<file path="src/rtl/sha_pkg.sv">
// Shared SHA types: mode selector, message block view and block-geometry helpers.
// 32-bit modes use the low 512 bits of msg_t (w32[15:0]); 64-bit modes use all of w64.
package sha;

  typedef enum logic [2:0] {
    sha1       = 3'd0,
    sha224     = 3'd1,
    sha256     = 3'd2,
    sha384     = 3'd3,
    sha512     = 3'd4,
    sha512_224 = 3'd5,
    sha512_256 = 3'd6
  } mode_t;

  typedef union packed {
    logic [15:0][63:0] w64;
    logic [31:0][31:0] w32;
  } msg_t;

  localparam logic [7:0] PAD_BYTE = 8'h80;

  function automatic logic is_64(mode_t m);
    case (m)
      sha384, sha512, sha512_224, sha512_256: return 1'b1;
      default:                                return 1'b0;
    endcase
  endfunction

  function automatic logic [7:0] blk_bytes(mode_t m);
    return is_64(m) ? 8'd128 : 8'd64;
  endfunction

  function automatic logic [7:0] len_bytes(mode_t m);
    return is_64(m) ? 8'd16 : 8'd8;
  endfunction

endpackage

</file>
<file path="src/rtl/sha_padder_buf.sv">
// 128-byte block register, byte i = message byte i of the block.
// Per-cycle updates layer as: clear, pad/zero fill, lane insert, length insert (later wins).
module sha_padder_buf
  import sha::*;
(
  input  logic              clk,
  input  logic              rstn,
  input  logic              clr,
  input  logic              wr_en,
  input  logic [7:0]        wr_off,
  input  logic [63:0]       wr_data,
  input  logic [3:0]        wr_n,
  input  logic              pad_en,
  input  logic [7:0]        pad_idx,
  input  logic [7:0]        blk_end,
  input  logic              len_en,
  input  logic [63:0]       len_val,
  output logic [127:0][7:0] bytes_o
);

  logic [127:0][7:0] byte_q, byte_d;

  always_comb begin
    logic [7:0] ib;
    logic [7:0] wr_hi;
    logic [7:0] len_lo;
    logic [2:0] k;
    byte_d = byte_q;
    wr_hi  = 8'(wr_off + {4'b0, wr_n});
    len_lo = 8'(blk_end - 8'd8);
    ib     = '0;
    k      = '0;
    for (int i = 0; i < 128; i++) begin
      ib = 8'(i);
      if (clr) byte_d[i] = 8'h00;
      if (pad_en && ib > pad_idx && ib < blk_end) byte_d[i] = 8'h00;
      if (pad_en && ib == pad_idx) byte_d[i] = PAD_BYTE;
      if (wr_en && ib >= wr_off && ib < wr_hi) begin
        k = 3'(ib - wr_off);
        byte_d[i] = wr_data[{~k, 3'b000} +: 8];
      end
      // Length is big-endian in the final 8 bytes; the upper 8 (64-bit modes) stay zero.
      if (len_en && ib >= len_lo && ib < blk_end) begin
        k = 3'(ib - len_lo);
        byte_d[i] = len_val[{~k, 3'b000} +: 8];
      end
    end
  end

  always_ff @(posedge clk or negedge rstn) begin
    if (!rstn) byte_q <= '0;
    else       byte_q <= byte_d;
  end

  assign bytes_o = byte_q;

endmodule

</file>
<file path="src/rtl/sha_padder.sv">
// Packs 64-bit big-endian beats into FIPS 180-4 padded blocks for sha_engine.
// Fill and emit never overlap: in_ready drops while a block is offered, block held until out_ready.
module sha_padder
  import sha::*;
(
  input  logic        clk,
  input  logic        rstn,
  input  logic        in_valid,
  output logic        in_ready,
  input  logic [63:0] in_data,
  input  logic        in_last,
  input  logic [3:0]  in_nbytes,
  input  mode_t       in_mode,
  output logic        out_valid,
  input  logic        out_ready,
  output mode_t       out_mode,
  output msg_t        out_msg,
  output logic        out_last
);

  typedef enum logic [1:0] {ST_FILL, ST_EMIT, ST_EXTRA} st_t;

  st_t         state_q, state_d;
  logic [7:0]  ptr_q, ptr_d;
  logic [63:0] cnt_q, cnt_d;
  mode_t       mode_q, mode_d;
  logic        last_q, last_d;
  logic        final_q, final_d;
  logic        extra_q, extra_d;
  logic        mark_q, mark_d;

  logic        clr, wr_en, pad_en, len_en;
  logic [7:0]  pad_idx, blk_end;
  logic [3:0]  n;
  logic [63:0] len_val;
  logic [127:0][7:0] blk;

  always_comb begin
    mode_t      m;
    logic [7:0] p;
    state_d = state_q;
    ptr_d   = ptr_q;
    cnt_d   = cnt_q;
    mode_d  = mode_q;
    last_d  = last_q;
    final_d = final_q;
    extra_d = extra_q;
    mark_d  = mark_q;
    clr     = 1'b0;
    wr_en   = 1'b0;
    pad_en  = 1'b0;
    len_en  = 1'b0;
    pad_idx = '0;
    len_val = '0;
    in_ready  = (state_q == ST_FILL);
    out_valid = (state_q == ST_EMIT);
    n = !in_last ? 4'd8 : (in_nbytes > 4'd8 ? 4'd8 : in_nbytes);
    // A beat at ptr 0 with nothing counted yet opens a new message and fixes its mode.
    m = (state_q == ST_FILL && ptr_q == 8'd0 && cnt_q == 64'd0) ? in_mode : mode_q;
    blk_end = blk_bytes(m);
    p = 8'(ptr_q + {4'b0, n});
    unique case (state_q)
      ST_FILL: if (in_valid) begin
        mode_d = m;
        wr_en  = 1'b1;
        cnt_d  = cnt_q + {60'b0, n};
        ptr_d  = p;
        if (!in_last) begin
          if (p == blk_end) begin
            state_d = ST_EMIT;
            last_d  = 1'b0;
            final_d = 1'b0;
            extra_d = 1'b0;
          end
        end else begin
          state_d = ST_EMIT;
          pad_en  = (p < blk_end);
          pad_idx = p;
          if (8'(p + 8'd1 + len_bytes(m)) <= blk_end) begin
            len_en  = 1'b1;
            len_val = {cnt_d[60:0], 3'b000};
            last_d  = 1'b1;
            final_d = 1'b1;
            extra_d = 1'b0;
          end else begin
            last_d  = 1'b0;
            final_d = 1'b0;
            extra_d = 1'b1;
            mark_d  = (p == blk_end);
          end
        end
      end
      ST_EMIT: if (out_ready) begin
        ptr_d = '0;
        if (extra_q) begin
          state_d = ST_EXTRA;
          extra_d = 1'b0;
        end else begin
          state_d = ST_FILL;
          if (final_q) cnt_d = '0;
        end
      end
      ST_EXTRA: begin
        clr     = 1'b1;
        pad_en  = mark_q;
        pad_idx = '0;
        len_en  = 1'b1;
        len_val = {cnt_q[60:0], 3'b000};
        last_d  = 1'b1;
        final_d = 1'b1;
        state_d = ST_EMIT;
      end
      default: state_d = ST_FILL;
    endcase
  end

  always_ff @(posedge clk or negedge rstn) begin
    if (!rstn) begin
      state_q <= ST_FILL;
      ptr_q   <= '0;
      cnt_q   <= '0;
      mode_q  <= sha1;
      last_q  <= 1'b0;
      final_q <= 1'b0;
      extra_q <= 1'b0;
      mark_q  <= 1'b0;
    end else begin
      state_q <= state_d;
      ptr_q   <= ptr_d;
      cnt_q   <= cnt_d;
      mode_q  <= mode_d;
      last_q  <= last_d;
      final_q <= final_d;
      extra_q <= extra_d;
      mark_q  <= mark_d;
    end
  end

  sha_padder_buf u_buf (
    .clk     (clk),
    .rstn    (rstn),
    .clr     (clr),
    .wr_en   (wr_en),
    .wr_off  (ptr_q),
    .wr_data (in_data),
    .wr_n    (n),
    .pad_en  (pad_en),
    .pad_idx (pad_idx),
    .blk_end (blk_end),
    .len_en  (len_en),
    .len_val (len_val),
    .bytes_o (blk)
  );

  always_comb begin
    logic [1023:0] flat;
    flat = '0;
    for (int i = 0; i < 128; i++) begin
      if (is_64(mode_q))  flat[1023 - 8*i -: 8] = blk[i];
      else if (i < 64)    flat[511 - 8*i -: 8]  = blk[i];
    end
    out_msg = flat;
  end

  assign out_mode = mode_q;
  assign out_last = last_q;

endmodule

</file>
<file path="config.mk">
export PLATFORM = sky130hd
export DESIGN_NAME = sha_padder
export DESIGN_NICKNAME = d
export VERILOG_FILES = /design/src/rtl/sha_pkg.sv /design/src/rtl/sha_padder_buf.sv /design/src/rtl/sha_padder.sv
export SDC_FILE = /design/constraint.sdc
export NUM_CORES = 2
export LEC_CHECK = 0
export ABC_AREA = 1
export CAP_MARGIN = 20
export CELL_PAD_IN_SITES_DETAIL_PLACEMENT = 0
export CELL_PAD_IN_SITES_GLOBAL_PLACEMENT = 1
export CORE_MARGIN = 1
export CORE_UTILIZATION = 30
export CTS_BUF_LIST = sky130_fd_sc_hd__clkbuf_4
export DETAILED_ROUTE_END_ITERATION = 6
export GPL_TIMING_DRIVEN = 0
export PLACE_DENSITY_LB_ADDON = 0.05
export SYNTH_ARGS = -nofsm -noshare
export SYNTH_HDL_FRONTEND = slang
export SYNTH_SLANG_ARGS = --single-unit
</file>
<file path="constraint.sdc">
create_clock -name clk -period 4.9 [get_ports clk]
set_input_delay 0.49 -clock clk [delete_from_list [all_inputs] [get_ports clk]]
set_output_delay 0.49 -clock clk [all_outputs]
set_load 0.01 [all_outputs]
</file>
==> Yosys cells after proc, flatten, opt, wreduce, memory -nomap -nowiden <==
Cells that the tools add are included.
{ "word_totals": {"register_bits": 1104, "in_bits": 76} }
{ "op_classes": {"n_eq_ne": 143, "n_addsub": 261, "muxes": 691, "shifts": 256, "reduce_logical": 1041, "n_bitwise": 257, "magnitude_cmp": 643} }
{ "op_table": {"columns": ["op", "count"], "rows": [
  ["64-bit by 7-bit indexed part select with 8-bit output", 256],
  ["8-bit 2-to-1 mux", 647],
  ["7-bit by 8-bit >= comparator with 1-bit output (first input constant)", 128],
  ["7-bit by 8-bit < comparator with 1-bit output (first input constant)", 128],
  ["1-bit logical AND", 898],
  ["3-bit NOT", 256],
  ["5-bit nonzero test", 128],
  ["7-bit by 8-bit == test with 1-bit output (first input constant)", 64],
  ["6-bit by 8-bit >= comparator with 1-bit output (first input constant)", 64],
  ["7-bit by 8-bit > comparator with 1-bit output (first input constant)", 64],
  ["6-bit by 8-bit < comparator with 1-bit output (first input constant)", 64],
  ["64-bit 2-to-1 mux", 7],
  ["3-bit subtractor (first input constant)", 128],
  ["6-bit by 8-bit == test with 1-bit output (first input constant)", 32],
  ["5-bit by 8-bit >= comparator with 1-bit output (first input constant)", 32],
  ["6-bit by 8-bit > comparator with 1-bit output (first input constant)", 32],
  ["5-bit by 8-bit < comparator with 1-bit output (first input constant)", 32],
  ["64-bit case mux with 2 select lines", 2],
  ["1-bit by 3-bit subtractor with 3-bit output (first input constant)", 64],
  ["2-bit by 3-bit subtractor with 3-bit output (first input constant)", 64],
  ["5-bit by 8-bit == test with 1-bit output (first input constant)", 16],
  ["4-bit by 8-bit >= comparator with 1-bit output (first input constant)", 16],
  ["5-bit by 8-bit > comparator with 1-bit output (first input constant)", 16],
  ["4-bit by 8-bit < comparator with 1-bit output (first input constant)", 16],
  ["48 further kinds", 138]
]} }

==> Depth between registers and ports, before layout <==
{ "depth": {"word_depth": 20, "ltp_mapped": 37, "mapped_depth_nobuf": 33} }

==> Cells and area by module <==
From an unflattened synthesis, not the netlist that was laid out.
{ "unflattened": {"hier_cells": 12857, "area_unflattened_um2": 81677.1} }
{ "by_module_without_submodules": {"columns": ["module", "n_inst", "seq_area_each_um2", "cells_each", "area_each_um2"], "rows": [
  ["sha_padder_buf", 1, 25624.6, 9649, 65776.8],
  ["sha_padder", 1, 2001.9, 3208, 15900.2]
]} }

==> Worst setup path before layout <==
No wires, ideal clock.
{ "synth_path": {"kind": "flip-flop to flip-flop", "from": "register ptr_q[0]", "to": "register u_buf.byte_q, in the netlist u_buf.bytes_o[507]", "path_stages_with_launch": 36, "arrival_ps": 5267, "path_slack_ps": -484, "required_time_ps": 4784, "cell_sequence": "dfrtp_1 -> clkbuf_1 -> clkinv_1 -> clkbuf_1 -> clkbuf_1 -> ha_1 -> nand2_2 -> nor2_4 -> nand2_2 -> nor2_4 -> nand4_1 -> nand2_1 -> nand2_1 -> nand2_2 -> nand2_4 -> inv_2 -> buf_2 -> ha_1 -> a21oi_1 -> nand2_1 -> nand3_1 -> nor2_1 -> xor2_1 -> ha_1 -> nand3_1 -> nor2_1 -> nand2_1 -> nand2_1 -> nand2_1 -> nand2_1 -> nand2_1 -> nand2_1 -> nand3b_1 -> inv_1 -> nand2_1 -> nand2_1"} }
{ "synth_between": {"elab_chain_cells": 20, "elab_cells_between_ends": 57, "classes_between": "add/sub (5); order compare (7); eq/ne (5); shift (2); mux (25); bitwise (1); reduce/logical (12)"} }
{ "synth_lines": {"columns": ["element", "line_no", "source"], "rows": [
  ["start: declaration", "sha_padder.sv:24", "logic [7:0] ptr_q, ptr_d;"],
  ["start signal: assignment", "sha_padder.sv:129", "ptr_q <= ptr_d;"],
  ["parallel branches: the longest is 20 deep, another holds 8-bit by 5-bit adder with 8-bit output", null, null],
  ["end signal: assignment", "sha_padder_buf.sv:52", "else byte_q <= byte_d;"],
  ["end: declaration", "sha_padder_buf.sv:21", "logic [127:0][7:0] byte_q, byte_d;"]
]} }
Several ways; the timed one is not identified. The select of a mux whose other input is x is not followed.
A chain may end at the register's enable or synchronous reset.

==> Worst setup path after layout <==
{ "layout_path": {"from": "register ptr_q[0]", "to": "register u_buf.byte_q, in the netlist u_buf.bytes_o[813]"} }
Same word-level chain as after synthesis.

==> key figures <==
Routing
  • Routed len/inst: between 30 and 40 um
  • DRC errors left: 0
  • Final ANT Viol Nets: 0
  • Routed vias/inst: ~6.0
  • TritonRoute pass-1 iters: 6
  • Initial DRC Count: 12014
  • Vias: between 80000 and 90000
  • Final wirelength: 549 mm

Floorplanning
  • Die Area: 219000 um^2
  • Chip Width: 468 um
  • Initial Utilization: 30.3%
  • Rows: between 150 and 200
  • Core area: about 220000 um^2
  • Die Span Y: about 470 um
  • # IOs: around 1100

GRT
  • Largest net degree at the start of global routing: 170
  • Total grt overflow: 0
  • Antenna violations before repair: 45
  • Vias in the first global route: about 78000
  • Global-route wire length before repair: between 700 and 800 mm
  • Global-route usage over all layers: around half

STA
  • Unrepaired setup endpoints after global routing: true
  • Minimum clock period: about 5.1 ns
  • # setup viols final: 213
  • Achievable Freq: 196 MHz
  • Tightest Pin Transition: between 1 and 1.5 ns
  • Slew Limit Fails: 0
  • Clk_skew: ~0.14 ns
  • Fin worst setup slack: -0.207 ns
  • Final Cycle Share: 104%
  • Setup TNS: -18.12 ns
  • Final hold vios: 0
  • Max_slew headroom: ~1.5%

Placed design
  • DP Worst Slack: -3.17 ns
  • Placed cells: 13167
  • DP HPWL: approximately 430 mm
  • Final Wtd Congestion: ~1.1
  • Number of port buffers: about 1100

Logic synthesis
  • Ys async rst share: 100%
  • Synth Cell Area: roughly 65000 um^2
  • Avg Cell Area, Syn: 7.17 um^2
  • Sequential area share after synthesis: roughly 42%
  • Count of cell types in the netlist: roughly 70
  • Post-Syn Nets: slightly above 9000
  • YS warnings: 0
  • Post-synth EDFFs: 0
  • Ys flop type: dfrtp_1
  • Cell taking the most area after synthesis: dfrtp_1
  • Top cells by area, synth: dfrtp_1 42%, nand2_1 11%, nor2_1 8.3%
  • Synth Instances: between 9000 and 10000
  • Top cell type's share of synthesized area: 42.4%
  • #FFs+latches synth: 1104

Worst setup path
  • Arr. time, crit path: about 6.5 ns
  • CP peak stage delay: about 0.48 ns
  • Worst-path fanout max: 11
  • Slowest CP cell: dfrtp_2
  • CP Launch Type: register
  • CP required: 6.30 ns
  • Crit Path Class: reg -> reg
  • Cells along the critical path: buf_4 -> ha_1 -> fa_2 -> nand2_1 -> inv_2 -> o21ai_1 -> nand2_1 -> nand2_2 -> xor2_4 -> nand2_1 -> nor2_4 -> inv_1 -> nor2_2 -> inv_2 -> clkbuf_2 -> o21ai_0 -> nand3_2 -> nand4_1 -> nand2_1
  • Most frequent CP cell: nand2_1
  • Crit path capture type: register

Clock tree
  • Worst skew pair latency: between 1.5 and 2 ns
  • Clock Tree Buf Depth: 4
  • Root Buffer: clkbuf_4
  • CTS tree: yes
  • Num CTS Buffers: approximately 340
  • Clock net sink count: approximately 1100
  • H-tree levels: 5
  • CTS clk-pin slew, worst paths: approximately 0.060 ns

Layout
  • Non-Filler Instances: between 10000 and 15000
  • Fraction of layout cells with a size suffix above 1: approximately 16%
  • Nets: approximately 11000
  • Most common cell after layout, fill and taps aside: nand2_1
  • Fill cells: between 20000 and 25000
  • Most frequent cells in the layout: 1885 x nand2_1, 1399 x nor2_1, 1102 x dfrtp_1, 1098 x clkdlybuf4s50_1, 995 x inv_1
  • Area grow syn2layout: 41.3%
  • Layout Utilization: 42.8%

Outcome
  • Failing checks: negative setup slack
  • Outcome: complete, but fails checks

Power and ir drop
  • Lkg Pwr: 42.1 nW
  • Max IR drop VDD: around 0.00061 V
  • Power density cells: roughly 960 nW/um^2

Job
  • Max_cap viols: 0

Min path
  • Hold WC Path Type: in -> async
-- metal layers --
layer / part of all wire (%) / up-vias / global-route usage, %
met5: 0.036 / - / 0
li1: - / 33765 / -
met2: 40 / 6534 / 67.4
met3: 13 / 1451 / 18.2
met1: 39 / 41473 / 61.9
met4: 8.5 / 16 / 34.9
-- synth_stat cells (16+ instances only) --
cell type / n
o21a_1: 33
nor2_1: 1448
nand2_1: 1949
buf_2: 35
ha_1: 18
nand3_2: 56
a21oi_4: 36
buf_1: 36
inv_2: 24
a21oi_2: 44
nand3_1: 317
nor4_1: 23
clkbuf_1: 334
inv_1: 1014
a21oi_1: 607
nor3_1: 99
clkinv_1: 34
nand4_1: 528
nand2_2: 28
o211ai_1: 19
o22ai_1: 312
o21ai_0: 528
xor2_1: 60
a22oi_1: 35
dfrtp_1: 1104
buf_6: 16
o31ai_1: 16
o21ai_1: 137
-- stage by stage --
stage               area, um^2  hold slack, ns  total power [mW]
finish                   92000           0.121              88.3
global route             91900           0.177              89.1
CTS                      90400          0.0699              84.6
detailed placement       82600           0.391              72.7
global placement         79700           0.458              69.6
floorplan                65100           0.194              33.8
-- worst paths after layout --
path	from	to	slack, ns	cells after the start
min reg2reg	u_buf.bytes_o[507]	u_buf.bytes_o[507]	0.49	2
max reg2reg	ptr_q[0]	u_buf.bytes_o[813]	-0.21	19
min in group clk	in_data[62]	u_buf.bytes_o[70]	0.20	8
min	rstn	u_buf.bytes_o[1011]	0.12	4
max in group asynchronous	rstn	u_buf.bytes_o[533]	1.16	8
max	ptr_q[0]	u_buf.bytes_o[813]	-0.21	19
-- state kept, by name, indices dropped and copies added (netlist names) --
register / flops
u_buf.bytes_o: 1024
final_q: 1
mark_q: 1
out_mode: 3
cnt_q: 64
ptr_q: 8
state_q: 2
extra_q: 1
-- worst max-delay path, delay by kind of cell (launching register included) --
| kind | cells | cell delay [ns] |
|---|---|---|
| DFF | 1 | 0.48 |
| and+or+nand+nor | 9 | 2.02 |
| adders and majority gates | 2 | 0.59 |
| AOI/OAI and AO/OA | 2 | 0.48 |
| xor gates and xnor gates | 1 | 0.43 |
| buffers and inverters | 5 | 1.01 |
-- cell type report --
cell class	count	area, um^2	share of cell area (%)
multi-input combinational	6470	34200	37.2
sequential	1104	27600	30.0
timing repair buffer	1393	15500	16.8
inverter	1072	4140	4.50
clock buffer	478	3590	3.90
tap	2838	3550	3.86
buffer	426	2910	3.16
clock inverter	83	388	0.422
antenna	36	90.1	0.0979
-- what timing repair did --
action	4_1_cts	5_1_grt
cloned	13	2
gates resized for setup	777	309
hold endpoints to repair	485	0
setup buffers	80	30
pin swaps	91	105
setup endpoints to repair	2063	712
hold buffers	8	0
-- kinds of logic after synthesis --
logic type	synth area share, %
compound gates	16.4
simple gates	30.7
flops	42.4
fa+ha+maj	0.407
xor+xnor	0.915
buf+inv	9.07
mux	0.123
-- report_power, final --
part,internal (mW),leakage [nW],switching (mW)
clock,4.55,2.39,4.74
combinational,20.1,24.7,45.3
sequential,12.0,15.0,1.61
total,36.6,42.1,51.6
Note: power is estimated with default switching activity, not from simulation.
